[config.mk]
export PLATFORM = sky130hd
export DESIGN_NAME = trigger_pulse_gen
export DESIGN_NICKNAME = d
export VERILOG_FILES = /design/src/rtl/trigger_pkg.sv /design/src/rtl/trigger_csr_bank.sv /design/src/rtl/trigger_pulse_gen.sv
export SDC_FILE = /design/constraint.sdc
export NUM_CORES = 1
export LEC_CHECK = 0
export ABC_CLOCK_PERIOD_IN_PS = 5400
export CAP_MARGIN = 25
export CORE_UTILIZATION = 45
export CTS_CLUSTER_SIZE = 12
export DETAILED_ROUTE_END_ITERATION = 8
export SLEW_MARGIN = 20
export SYNTH_ARGS = -nofsm -noshare
export SYNTH_HDL_FRONTEND = slang
export SYNTH_SLANG_ARGS = --single-unit
[constraint.sdc]
create_clock -name sys_clk -period 5.4 [get_ports sys_clk]
set_input_delay 1.08 -clock sys_clk [delete_from_list [all_inputs] [get_ports sys_clk]]
set_output_delay 1.08 -clock sys_clk [all_outputs]
set_load 0.02 [all_outputs]
[src/rtl/trigger_pkg.sv]
// Shared definitions for the trigger pulse generator: CSR map, CTRL/STATUS
// bit positions and the FSM state encoding.
package trigger_pkg;

    // CSR addresses
    localparam int unsigned CSR_CTRL   = 0;
    localparam int unsigned CSR_DELAY  = 1;
    localparam int unsigned CSR_WIDTH  = 2;
    localparam int unsigned CSR_PERIOD = 3;
    localparam int unsigned CSR_COUNT  = 4;
    localparam int unsigned CSR_STATUS = 5;
    localparam int unsigned CSR_PULSES = 6;

    // CTRL bits
    localparam int CTRL_START  = 0;
    localparam int CTRL_STOP   = 1;
    localparam int CTRL_POL    = 2;
    localparam int CTRL_IRQ_EN = 3;

    // STATUS bits
    localparam int STAT_BUSY = 0;
    localparam int STAT_DONE = 1;

    typedef enum logic [1:0] {
        ST_IDLE  = 2'd0,
        ST_DELAY = 2'd1,
        ST_HIGH  = 2'd2,
        ST_LOW   = 2'd3
    } trig_state_e;

endpackage

[src/rtl/trigger_csr_bank.sv]
// Register file for the trigger pulse generator: configuration registers,
// START/STOP write-1 pulses, sticky DONE flag and the registered read mux.
module trigger_csr_bank
    import trigger_pkg::*;
#(
    parameter int CNT_W = 32,
    parameter int ADR_W = 3
) (
    input  logic             sys_clk,
    input  logic             sys_rst,
    input  logic [ADR_W-1:0] csr_adr,
    input  logic             csr_we,
    input  logic [CNT_W-1:0] csr_dat_w,
    output logic [CNT_W-1:0] csr_dat_r,
    input  logic             busy,
    input  logic             done_set,
    input  logic [CNT_W-1:0] pulses,
    output logic             start_pls,
    output logic             stop_pls,
    output logic             pol,
    output logic             pol_nxt,
    output logic             irq_en,
    output logic             done,
    output logic [CNT_W-1:0] delay,
    output logic [CNT_W-1:0] width,
    output logic [CNT_W-1:0] period,
    output logic [CNT_W-1:0] count
);

    localparam logic [ADR_W-1:0] A_CTRL   = ADR_W'(CSR_CTRL);
    localparam logic [ADR_W-1:0] A_DELAY  = ADR_W'(CSR_DELAY);
    localparam logic [ADR_W-1:0] A_WIDTH  = ADR_W'(CSR_WIDTH);
    localparam logic [ADR_W-1:0] A_PERIOD = ADR_W'(CSR_PERIOD);
    localparam logic [ADR_W-1:0] A_COUNT  = ADR_W'(CSR_COUNT);
    localparam logic [ADR_W-1:0] A_STATUS = ADR_W'(CSR_STATUS);
    localparam logic [ADR_W-1:0] A_PULSES = ADR_W'(CSR_PULSES);

    logic             pol_q,    pol_d;
    logic             irq_en_q, irq_en_d;
    logic             done_q,   done_d;
    logic [CNT_W-1:0] delay_q,  delay_d;
    logic [CNT_W-1:0] width_q,  width_d;
    logic [CNT_W-1:0] period_q, period_d;
    logic [CNT_W-1:0] count_q,  count_d;
    logic [CNT_W-1:0] dat_r_q,  dat_r_d;
    logic             wr_ctrl;

    // Write decode, START/STOP strobes (STOP wins), DONE sticky logic and read mux
    always_comb begin
        pol_d    = pol_q;
        irq_en_d = irq_en_q;
        done_d   = done_q;
        delay_d  = delay_q;
        width_d  = width_q;
        period_d = period_q;
        count_d  = count_q;
        dat_r_d  = '0;

        wr_ctrl   = csr_we && (csr_adr == A_CTRL);
        stop_pls  = wr_ctrl && csr_dat_w[CTRL_STOP];
        start_pls = wr_ctrl && csr_dat_w[CTRL_START] && !csr_dat_w[CTRL_STOP];

        if (csr_we) begin
            case (csr_adr)
                A_CTRL: begin
                    pol_d    = csr_dat_w[CTRL_POL];
                    irq_en_d = csr_dat_w[CTRL_IRQ_EN];
                end
                A_DELAY:  delay_d  = csr_dat_w;
                A_WIDTH:  width_d  = csr_dat_w;
                A_PERIOD: period_d = csr_dat_w;
                A_COUNT:  count_d  = csr_dat_w;
                A_STATUS: if (csr_dat_w[STAT_DONE]) done_d = 1'b0;
                default: ;
            endcase
        end
        // A completing burst beats a simultaneous write-1-to-clear
        if (done_set) done_d = 1'b1;

        case (csr_adr)
            A_CTRL: begin
                dat_r_d[CTRL_POL]    = pol_q;
                dat_r_d[CTRL_IRQ_EN] = irq_en_q;
            end
            A_DELAY:  dat_r_d = delay_q;
            A_WIDTH:  dat_r_d = width_q;
            A_PERIOD: dat_r_d = period_q;
            A_COUNT:  dat_r_d = count_q;
            A_STATUS: begin
                dat_r_d[STAT_BUSY] = busy;
                dat_r_d[STAT_DONE] = done_q;
            end
            A_PULSES: dat_r_d = pulses;
            default:  dat_r_d = '0;
        endcase
    end

    // Register state with synchronous reset
    always_ff @(posedge sys_clk) begin
        if (sys_rst) begin
            pol_q    <= 1'b0;
            irq_en_q <= 1'b0;
            done_q   <= 1'b0;
            delay_q  <= '0;
            width_q  <= '0;
            period_q <= '0;
            count_q  <= '0;
            dat_r_q  <= '0;
        end else begin
            pol_q    <= pol_d;
            irq_en_q <= irq_en_d;
            done_q   <= done_d;
            delay_q  <= delay_d;
            width_q  <= width_d;
            period_q <= period_d;
            count_q  <= count_d;
            dat_r_q  <= dat_r_d;
        end
    end

    assign csr_dat_r = dat_r_q;
    assign pol       = pol_q;
    assign pol_nxt   = pol_d;
    assign irq_en    = irq_en_q;
    assign done      = done_q;
    assign delay     = delay_q;
    assign width     = width_q;
    assign period    = period_q;
    assign count     = count_q;

endmodule

[src/rtl/trigger_pulse_gen.sv]
// CSR-programmed pulse-train generator driving the trigger pad.
//
//  state    | meaning
//  ---------+----------------------------------------------------------
//  ST_IDLE  | waiting for START; trigger at inactive level
//  ST_DELAY | counting DELAY+1 cycles before the first rising edge
//  ST_HIGH  | trigger active for WIDTH_eff cycles
//  ST_LOW   | trigger inactive for max(PERIOD-WIDTH_eff,1) cycles
module trigger_pulse_gen
    import trigger_pkg::*;
#(
    parameter int CNT_W = 32,
    parameter int ADR_W = 3
) (
    input  logic             sys_clk,
    input  logic             sys_rst,
    input  logic [ADR_W-1:0] csr_adr,
    input  logic             csr_we,
    input  logic [CNT_W-1:0] csr_dat_w,
    output logic [CNT_W-1:0] csr_dat_r,
    output logic             trigger,
    output logic             busy,
    output logic             irq
);

    logic             start_pls, stop_pls;
    logic             pol, pol_nxt, irq_en, done;
    logic             done_set;
    logic [CNT_W-1:0] reg_delay, reg_width, reg_period, reg_count;

    trig_state_e      state_q, state_d;
    logic [CNT_W-1:0] cnt_q,    cnt_d;
    logic [CNT_W-1:0] rem_q,    rem_d;
    logic             inf_q,    inf_d;
    logic [CNT_W-1:0] pulses_q, pulses_d;
    logic [CNT_W-1:0] wid_sh_q, wid_sh_d;
    logic [CNT_W-1:0] per_sh_q, per_sh_d;
    logic             trigger_q, trigger_d;

    logic [CNT_W-1:0] width_eff;
    logic [CNT_W-1:0] low_len;

    trigger_csr_bank #(
        .CNT_W (CNT_W),
        .ADR_W (ADR_W)
    ) u_csr (
        .sys_clk   (sys_clk),
        .sys_rst   (sys_rst),
        .csr_adr   (csr_adr),
        .csr_we    (csr_we),
        .csr_dat_w (csr_dat_w),
        .csr_dat_r (csr_dat_r),
        .busy      (busy),
        .done_set  (done_set),
        .pulses    (pulses_q),
        .start_pls (start_pls),
        .stop_pls  (stop_pls),
        .pol       (pol),
        .pol_nxt   (pol_nxt),
        .irq_en    (irq_en),
        .done      (done),
        .delay     (reg_delay),
        .width     (reg_width),
        .period    (reg_period),
        .count     (reg_count)
    );

    // Effective pulse geometry from the shadowed WIDTH/PERIOD
    always_comb begin
        width_eff = (wid_sh_q == '0) ? CNT_W'(1) : wid_sh_q;
        low_len   = (per_sh_q > width_eff) ? (per_sh_q - width_eff) : CNT_W'(1);
    end

    // Next-state, counter and trigger-level logic
    always_comb begin
        state_d   = state_q;
        cnt_d     = cnt_q;
        rem_d     = rem_q;
        inf_d     = inf_q;
        pulses_d  = pulses_q;
        wid_sh_d  = wid_sh_q;
        per_sh_d  = per_sh_q;
        done_set  = 1'b0;

        if (stop_pls) begin
            // STOP freezes PULSES and never reports completion
            state_d = ST_IDLE;
        end else begin
            case (state_q)
                ST_IDLE: begin
                    if (start_pls) begin
                        state_d  = ST_DELAY;
                        cnt_d    = reg_delay;
                        wid_sh_d = reg_width;
                        per_sh_d = reg_period;
                        rem_d    = reg_count;
                        inf_d    = (reg_count == '0);
                        pulses_d = '0;
                    end
                end
                ST_DELAY, ST_LOW: begin
                    if (cnt_q == '0) begin
                        state_d  = ST_HIGH;
                        cnt_d    = width_eff - CNT_W'(1);
                        pulses_d = pulses_q + CNT_W'(1);
                        if (!inf_q) rem_d = rem_q - CNT_W'(1);
                    end else begin
                        cnt_d = cnt_q - CNT_W'(1);
                    end
                end
                ST_HIGH: begin
                    if (cnt_q == '0) begin
                        if (inf_q || (rem_q != '0)) begin
                            state_d = ST_LOW;
                            cnt_d   = low_len - CNT_W'(1);
                        end else begin
                            state_d  = ST_IDLE;
                            done_set = 1'b1;
                        end
                    end else begin
                        cnt_d = cnt_q - CNT_W'(1);
                    end
                end
                default: state_d = ST_IDLE;
            endcase
        end

        // Uses the incoming POL value so a polarity write shows on the next cycle
        trigger_d = (state_d == ST_HIGH) ^ pol_nxt;
    end

    // FSM, counters and output register with synchronous reset
    always_ff @(posedge sys_clk) begin
        if (sys_rst) begin
            state_q   <= ST_IDLE;
            cnt_q     <= '0;
            rem_q     <= '0;
            inf_q     <= 1'b0;
            pulses_q  <= '0;
            wid_sh_q  <= '0;
            per_sh_q  <= '0;
            trigger_q <= 1'b0;
        end else begin
            state_q   <= state_d;
            cnt_q     <= cnt_d;
            rem_q     <= rem_d;
            inf_q     <= inf_d;
            pulses_q  <= pulses_d;
            wid_sh_q  <= wid_sh_d;
            per_sh_q  <= per_sh_d;
            trigger_q <= trigger_d;
        end
    end

    assign trigger = trigger_q;
    assign busy    = (state_q != ST_IDLE);
    assign irq     = done & irq_en;

    // pol is consumed through pol_nxt; keep the registered copy referenced
    logic unused_pol;
    assign unused_pol = pol;

endmodule

==> reports/metrics.cfg, run 1 <==
[run_status]
status=finished clean

[critical_path]
crit_buf_inv=2
r2r-end=cnt_q[28]$_SDFFE_PP0P_
cp_cell_sequence=or4_1 -> nor3_2 -> buf_4 -> nand3_1 -> or3_4 -> nand2b_4 -> ha_2 -> inv_1 -> fa_2 -> a21oi_1 -> o211a_2 -> o22ai_1 -> nor2_1 -> xnor2_1 -> or3_4 -> or4_4 -> nor4b_4 -> mux2_1 -> nand4_1 -> a311oi_2
endpoint_kind=register
path_delay_family=simple AND/OR/NAND/NOR gates
critPathKind=register to register
crit_path_frequent_cell=or3_4
cp_slowest_cell=or4_4
crit_fanout=6
reg2reg_slack_ps=180
cp.arrival_ps=5610
reg2reg_depth=20
start_kind=register
critical_path.max_stage_delay_ps=620
worst_ep_required_time_ps=5780
r2r_start=wid_sh_q[18]$_SDFFE_PP0P_

[global_routing]
grt_pass1_wl_um=100000
grt_overflow_total=0
grt_pass1_vias=17200
grtUsageTotal=0.306
grt_max_degree=95
antenna_found_initial=1

[synthesis]
yosys.area_share.adder=0.0267
async_flop_share=0
synth-seq-area-share=0.352
yosys.cell_types.count=91
syn_avg_cell_area_um2=7.35
syn_area_um2=18600
ys.flop_type=dfxtp_1
synth-xor-area-share=0.0471
synth_compound_gate_area_share=0.237
synth_edf_count=0
postSynthCellCount=2528
synth_nets=2605
muxShareOfSynthArea=0.0285
ys_warn_count=0
synth-simple-area-share=0.262
synth_top_family_by_area=simple AND/OR/NAND/NOR gates
ys_seq_elements=327

[sta]
drv_slew=0
fmax_mhz=191
rsz0062_at_grt=false
hold_slack_ps=456
setup_violations=0
finClkSkew_ps=25.2
tightest_slew_ps=881
slew_headroom=0.413
fin_crit_sh=0.967
hold_viol=0
finalCriticalPeriod_ps=5220
final.setup.worst_slack_ps=177

[run]
drv_cap=0

[route]
dr_total_vias=18700
drtIter0Drc=1815
drtAntennaViolNets=0
drt-total-wl_um=65200
post_drt_via_cell_ratio=6.02
wire_per_inst_um=20.9
drc=0
first_pass_iters=5

[clock_network]
numCtsBuffers=36
cts.sinks=327
cts_root_buffer=clkbuf_16
htreeDepth=2
cts_tree=built
hold_buffers=0
clk_path_buf_depth=3
cts.clk_slew.worst_paths_ps=60
post_cts_buffers=0
clkLatencyLatePin_ps=540

[min_path]
hold_depth=2
min_to=wid_sh_q[26]$_SDFFE_PP0P_
hp-class=register to register
min_from=wid_sh_q[26]$_SDFFE_PP0P_

[die]
core-area_um2=40700
fp.dieH_um=205
die-area_um2=42100
num_rows=74
io_pins=73
die_w_um=205
initial_core_util=0.456

[cells_and_area]
drive_gt1_frac=0.0931
diodes=0
fin_nets=2634
fin_cells=3111
design_area_um2=21400
synthToLayoutAreaGrowth_pct=14.9

[placement]
dp.cells=3051
io_buffers=72
dpl.hpwl_um=47300
post-place-ws_ps=-40.1
gp_congestion=1.00
placed_cell_area_um2=20100

[power]
peakVddDrop_mv=0.193
pwr_density_cell_nw_per_um2=286
p_leak_nw=7.66
finalPower_mw=6.11

## metal layers
layer,track usage,vias to the layer above,part of all wire
li1,-,8985,-
met1,0.439,8889,0.46
met2,0.474,746,0.44
met3,0.0423,110,0.081
met4,0.0870,0,0.026
met5,0,-,0
## Yosys cell counts, types with 8 or more instances
cell / number / area (µm²)
nor4_1: 34 / 213
nor2b_1: 11 / 68.8
inv_1: 53 / 199
a21o_1: 13 / 97.6
ha_1: 38 / 475
or4_1: 14 / 105
o21ai_0: 87 / 435
mux2i_1: 18 / 180
nand2_1: 544 / 2040
o221ai_1: 8 / 70.1
xor2_1: 46 / 403
nand3_1: 43 / 215
nand2b_1: 14 / 87.6
dfxtp_1: 327 / 6550
nor2_1: 220 / 826
o22ai_1: 20 / 125
nor3b_1: 11 / 82.6
a221oi_1: 40 / 350
a31oi_1: 11 / 68.8
clkbuf_1: 160 / 601
and2_1: 20 / 125
and3_1: 18 / 113
or3_1: 30 / 188
a22oi_1: 46 / 345
nor3_1: 49 / 245
nand4_1: 25 / 156
mux2_2: 30 / 338
o211ai_1: 10 / 75.1
a21oi_1: 331 / 1660
xnor2_1: 54 / 473
a211oi_1: 48 / 360
o31ai_1: 14 / 105
o21a_1: 13 / 97.6
buf_1: 11 / 41.3
## how the worst max path moves through the flow
stage,start,end,cells after the start
after floorplan,wid_sh_q[9]$_SDFFE_PP0P_,cnt_q[28]$_SDFFE_PP0P_,21
after global placement,wid_sh_q[27]$_SDFFE_PP0P_,cnt_q[28]$_SDFFE_PP0P_,19
after detailed placement,wid_sh_q[18]$_SDFFE_PP0P_,cnt_q[24]$_SDFFE_PP0P_,20
after CTS,wid_sh_q[18]$_SDFFE_PP0P_,cnt_q[28]$_SDFFE_PP0P_,19
after global routing,wid_sh_q[18]$_SDFFE_PP0P_,cnt_q[28]$_SDFFE_PP0P_,21
final,wid_sh_q[18]$_SDFFE_PP0P_,cnt_q[28]$_SDFFE_PP0P_,20
## registers in the layout (all words and copies together) (netlist names)
signal	count
cnt_q	32
inf_q	1
per_sh_q	32
pulses_q	32
rem_q	32
state_q	2
trigger	1
u_csr.count	32
u_csr.csr_dat_r	32
u_csr.delay	32
u_csr.done	1
u_csr.irq_en	1
u_csr.period	32
u_csr.pol	1
u_csr.width	32
wid_sh_q	32
## per-stage QoR
stage          TNS [ps]  utilization
2_1_floorplan         0            -
3_3_place_gp          0        0.493
3_5_place_dp      -66.8        0.493
4_1_cts               0        0.523
5_1_grt               0        0.524
6_report              0        0.524
## worst reg2reg max path: stages (launching register included)
cell      delay [ps]
dfxtp_1          310
or4_1            560
nor3_2           120
buf_4            130
nand3_1          130
or3_4            430
nand2b_4         100
ha_2             180
inv_1             60
fa_2             380
a21oi_1          140
o211a_2          250
o22ai_1          170
nor2_1           160
xnor2_1          100
or3_4            380
or4_4            620
nor4b_4          300
mux2_1           350
nand4_1          110
a311oi_2         100
## power breakdown
part | leakage [nW] | switching [mW] | total (mW) | internal, mW
Clock | 0.583 | 1.00 | 2.50 | 1.49
Sequential | 2.64 | 0.0595 | 2.52 | 2.46
Combinational | 4.44 | 0.722 | 1.08 | 0.362
Total | 7.66 | 1.79 | 6.11 | 4.32
## final cells by class
| class | count | area (µm²) |
|---|---|---|
| multi-input combinational | 1971 | 11300 |
| timing repair buffer | 166 | 1430 |
| sequential | 327 | 6550 |
| tap | 532 | 666 |
| fill | 4067 | 19400 |
| clock inverter | 5 | 75.1 |
| clock buffer | 55 | 1100 |
| inverter | 55 | 206 |
## timing repair
item	in CTS	in global routing
resized for setup	3	14
endpoints found under the hold margin	0	0
pin swaps	0	5
endpoints found under the setup margin	2	23
## cell families (layout without fill, tap and decap cells)
| group | after synthesis | count (layout) |
|---|---|---|
| and+or+nand+nor | 1075 | 1075 |
| buffers and inverters | 230 | 281 |
| DFF | 327 | 327 |
| AOI/OAI and AO/OA | 708 | 708 |
| xor gates and xnor gates | 100 | 100 |
| adders and majority gates | 39 | 39 |
| muxes | 49 | 49 |
## layout by cell type, fill, tap and decap left out, drive strengths merged, types with 8 or more instances in the layout
cell / netlist / final
a22oi: 46 / 46
buf: 15 / 97
a31oi: 11 / 11
o22ai: 20 / 20
nor2: 220 / 220
dfxtp: 327 / 327
xnor2: 54 / 54
o21a: 13 / 13
o211ai: 10 / 10
nand3: 44 / 44
nand4: 25 / 25
and3: 18 / 18
o31ai: 14 / 14
nor2b: 12 / 12
clkdlybuf4s50: 0 / 68
o21ai: 92 / 92
a21o: 13 / 13
mux2i: 18 / 18
nand2: 544 / 544
or3: 32 / 32
inv: 54 / 54
nor4: 36 / 36
xor2: 46 / 46
nor3b: 11 / 11
ha: 38 / 38
o221ai: 8 / 8
nor3: 51 / 51
clkbuf: 160 / 56
nand2b: 14 / 14
a221oi: 40 / 40
a21oi: 334 / 334
mux2: 31 / 31
or4: 15 / 15
a211oi: 48 / 48
and2: 20 / 20
Note: power is estimated with default switching activity, not from simulation.
==> inputs of run 2 (changes only) <==
--- a/config.mk
+++ b/config.mk
@@ -13,4 +13,5 @@
 export SLEW_MARGIN = 20
 export SYNTH_ARGS = -nofsm -noshare
 export SYNTH_HDL_FRONTEND = slang
+export SYNTH_HIERARCHICAL = 1
 export SYNTH_SLANG_ARGS = --single-unit
==> run 2 against run 1 <==
Net effect:
- via count is 2.9% higher
- largest cell class unchanged
- total power is 4.4% lower
- sequential power is essentially flat
- worst setup slack improved by 120 ps
- largest power group is now clock
- die area increased by 3.3%
- combinational power shrank 21%
- non-clock buffer count down 29
- critical path depth unchanged
- synthesized area is 3.3% higher
- clock skew down 2.6 ps
- cell area rose by 1.2%
- worst hold slack gained 1.7 ps
==> reports/metrics.cfg, run 2 <==
[synthesis]
syn_area_um2=19200  ; +3.3%
synth_common_cells=544 x nand2_1, 352 x a21oi_1, 327 x dfxtp_1
async_flop_share=0  ; unchanged
synth_most_common_cell=nand2_1
synth-seq-area-share=0.341  ; -0.0114
postSynthCellCount=2562  ; +1.3%
ys.flop_type=dfxtp_1
synth_nets=2640  ; +1.3%
yosys.area.top_type=dfxtp_1
yosys.cell_types.count=93  ; +2.2%
yosys-top-cells-area=dfxtp_1 34%, nand2_1 11%, a21oi_1 9.2%
syn_avg_cell_area_um2=7.49  ; +2.0%
ys_seq_elements=327  ; unchanged
synth_edf_count=0  ; unchanged
synth_top_area_share=0.341  ; -0.0114
ys_warn_count=6  ; +6

[clock_network]
post_cts_buffers=0  ; unchanged
numCtsBuffers=37  ; +2.8%
cts.clk_slew.worst_paths_ps=60  ; about the same
clk_path_buf_depth=3  ; unchanged
cts_tree=built
htreeDepth=2  ; unchanged
cts.sinks=327  ; unchanged
cts_root_buffer=clkbuf_16
clkLatencyLatePin_ps=560  ; +20 ps

[placement]
gp_congestion=1.01  ; +0.32%
dpl.hpwl_um=50800  ; +7.5%
io_buffers=72  ; unchanged
dp.cells=3054  ; +0.098%

[die]
num_rows=75  ; +1.4%
io_pins=73  ; unchanged
fp.dieH_um=209  ; +1.6%
core-area_um2=42000  ; +3.2%
die-area_um2=43500  ; +3.3%
initial_core_util=0.457  ; +0.000644
die_w_um=209  ; +1.6%

[sta]
fmax_mhz=196  ; +2.4%
finalCriticalPeriod_ps=5100  ; -124 ps
hold_viol=0  ; unchanged
fin_crit_sh=0.944  ; -0.0231
finClkSkew_ps=22.6  ; -2.57 ps
tightest_slew_ps=1070  ; +187 ps
setup_violations=0  ; unchanged
slew_headroom=0.285  ; -0.127
tns_ps=0  ; unchanged
hold_slack_ps=457  ; +1.65 ps
drv_slew=0  ; unchanged
rsz0062_at_grt=false

[global_routing]
grt_pass1_wl_um=107000  ; +6.6%
antenna_found_initial=0  ; -1
grtUsageTotal=0.313  ; +0.00768
grt_pass1_vias=18100  ; +4.7%
grt_max_degree=151  ; +59%
grt_overflow_total=0  ; unchanged

[route]
dr_total_vias=19300  ; +2.9%
drtAntennaViolNets=0  ; unchanged
post_drt_via_cell_ratio=6.17  ; +2.6%
drtIter0Drc=1792  ; -1.3%
drt-total-wl_um=69700  ; +6.9%
drc=0  ; unchanged
wire_per_inst_um=22.3  ; +6.6%
first_pass_iters=5  ; unchanged

[critical_path]
start_kind=register
endpoint_kind=register
critPathKind=register to register
crit_fanout=6  ; unchanged
worst_ep_required_time_ps=5810  ; +30 ps
cp.arrival_ps=5510  ; -100 ps

[cells_and_area]
diodes=0  ; unchanged
synthToLayoutAreaGrowth_pct=12.5
final_cell_mix=544 x nand2_1, 351 x a21oi_1, 326 x dfxtp_1
utilization=0.514  ; -0.0103
fin_nets=2634  ; unchanged
drive_gt1_frac=0.0860  ; -0.00705
nFillCells=4145  ; +1.9%
final_common_cell=nand2_1
fin_cells=3120  ; +0.29%

[power]
finalPower_mw=5.84  ; -4.4%
p_leak_nw=7.82  ; +2.1%
pwr_density_cell_nw_per_um2=270  ; -5.5%
peakVddDrop_mv=0.194  ; +0.17%

[run]
drv_cap=0  ; unchanged

[min_path]
hp-class=register to register

[run_status]
status=finished clean

-- run 2: what timing repair did --
item | in CTS | in global routing
hold buffers | 0 | 0
gates resized for setup | 0 | 11
endpoints found under the setup margin | 0 | 20
-- run 2: logic make-up after synthesis --
family | Yosys count | synth area share
mux | 52 | 0.0302
buf+inv | 244 | 0.0547
compound gates | 758 | 0.248
simple gates | 1042 | 0.254
fa+ha+maj | 40 | 0.0265
flops | 327 | 0.341
xor+xnor | 99 | 0.0452
-- run 2: layout make-up --
| type | instances | area (µm²) | share of cell area |
|---|---|---|---|
| multi-input combinational | 1991 | 11700 | 0.541 |
| sequential | 327 | 6550 | 0.303 |
| timing repair buffer | 137 | 1270 | 0.0590 |
| clock buffer | 55 | 1090 | 0.0506 |
| tap | 539 | 674 | 0.0312 |
| inverter | 62 | 233 | 0.0108 |
| clock inverter | 9 | 83.8 | 0.00388 |
-- run 2: worst max-delay path, cell delays in order (launching register included) --
cell and delay, ps:
dfxtp_1 300, or4_1 540, or4_1 660, nor3_2 190
a21oi_1 150, inv_1 100, ha_1 190, inv_1 80
fa_2 410, nand3_4 120, a211oi_2 90, or4_1 510
o2111ai_1 140, o211ai_2 180, buf_4 190, nor4_4 340
buf_4 190, nand4_1 80, and3_1 210, o31ai_1 190
a211oi_1 110
-- run 2: path summary, 6_finish.rpt --
| check | from | slack, ps | end | depth (start not counted) |
|---|---|---|---|---|
| setup / recovery | wid_sh_q[17]$_SDFFE_PP0P_ | 300 | cnt_q[21]$_SDFFE_PP0P_ | 20 |
| hold / removal | wid_sh_q[16]$_SDFFE_PP0P_ | 460 | wid_sh_q[16]$_SDFFE_PP0P_ | 2 |
| setup reg to reg | wid_sh_q[17]$_SDFFE_PP0P_ | 300 | cnt_q[21]$_SDFFE_PP0P_ | 20 |
| hold reg to reg | wid_sh_q[16]$_SDFFE_PP0P_ | 460 | wid_sh_q[16]$_SDFFE_PP0P_ | 2 |
-- run 2: per-stage QoR --
step,setup slack (ps),instance area [µm²]
finish,302,21600
global route,39.2,21600
CTS,121,21500
detailed placement,121,20300
global placement,199,20300
floorplan,179,19200
-- run 2: report_power, final --
group	internal [mW]	leakage (nW)	switching [mW]	total [mW]
clock network	1.45	0.581	1.05	2.50
logic	0.276	4.60	0.574	0.850
registers	2.45	2.64	0.0412	2.49
-- run 2: per-layer routing --
layer,track usage,routed length (µm),vias to the layer above
met3,0.0535,5350,96
met4,0.0819,1470,0
met1,0.449,31900,9245
met2,0.484,31000,761
met5,0,0,-
li1,-,-,9163
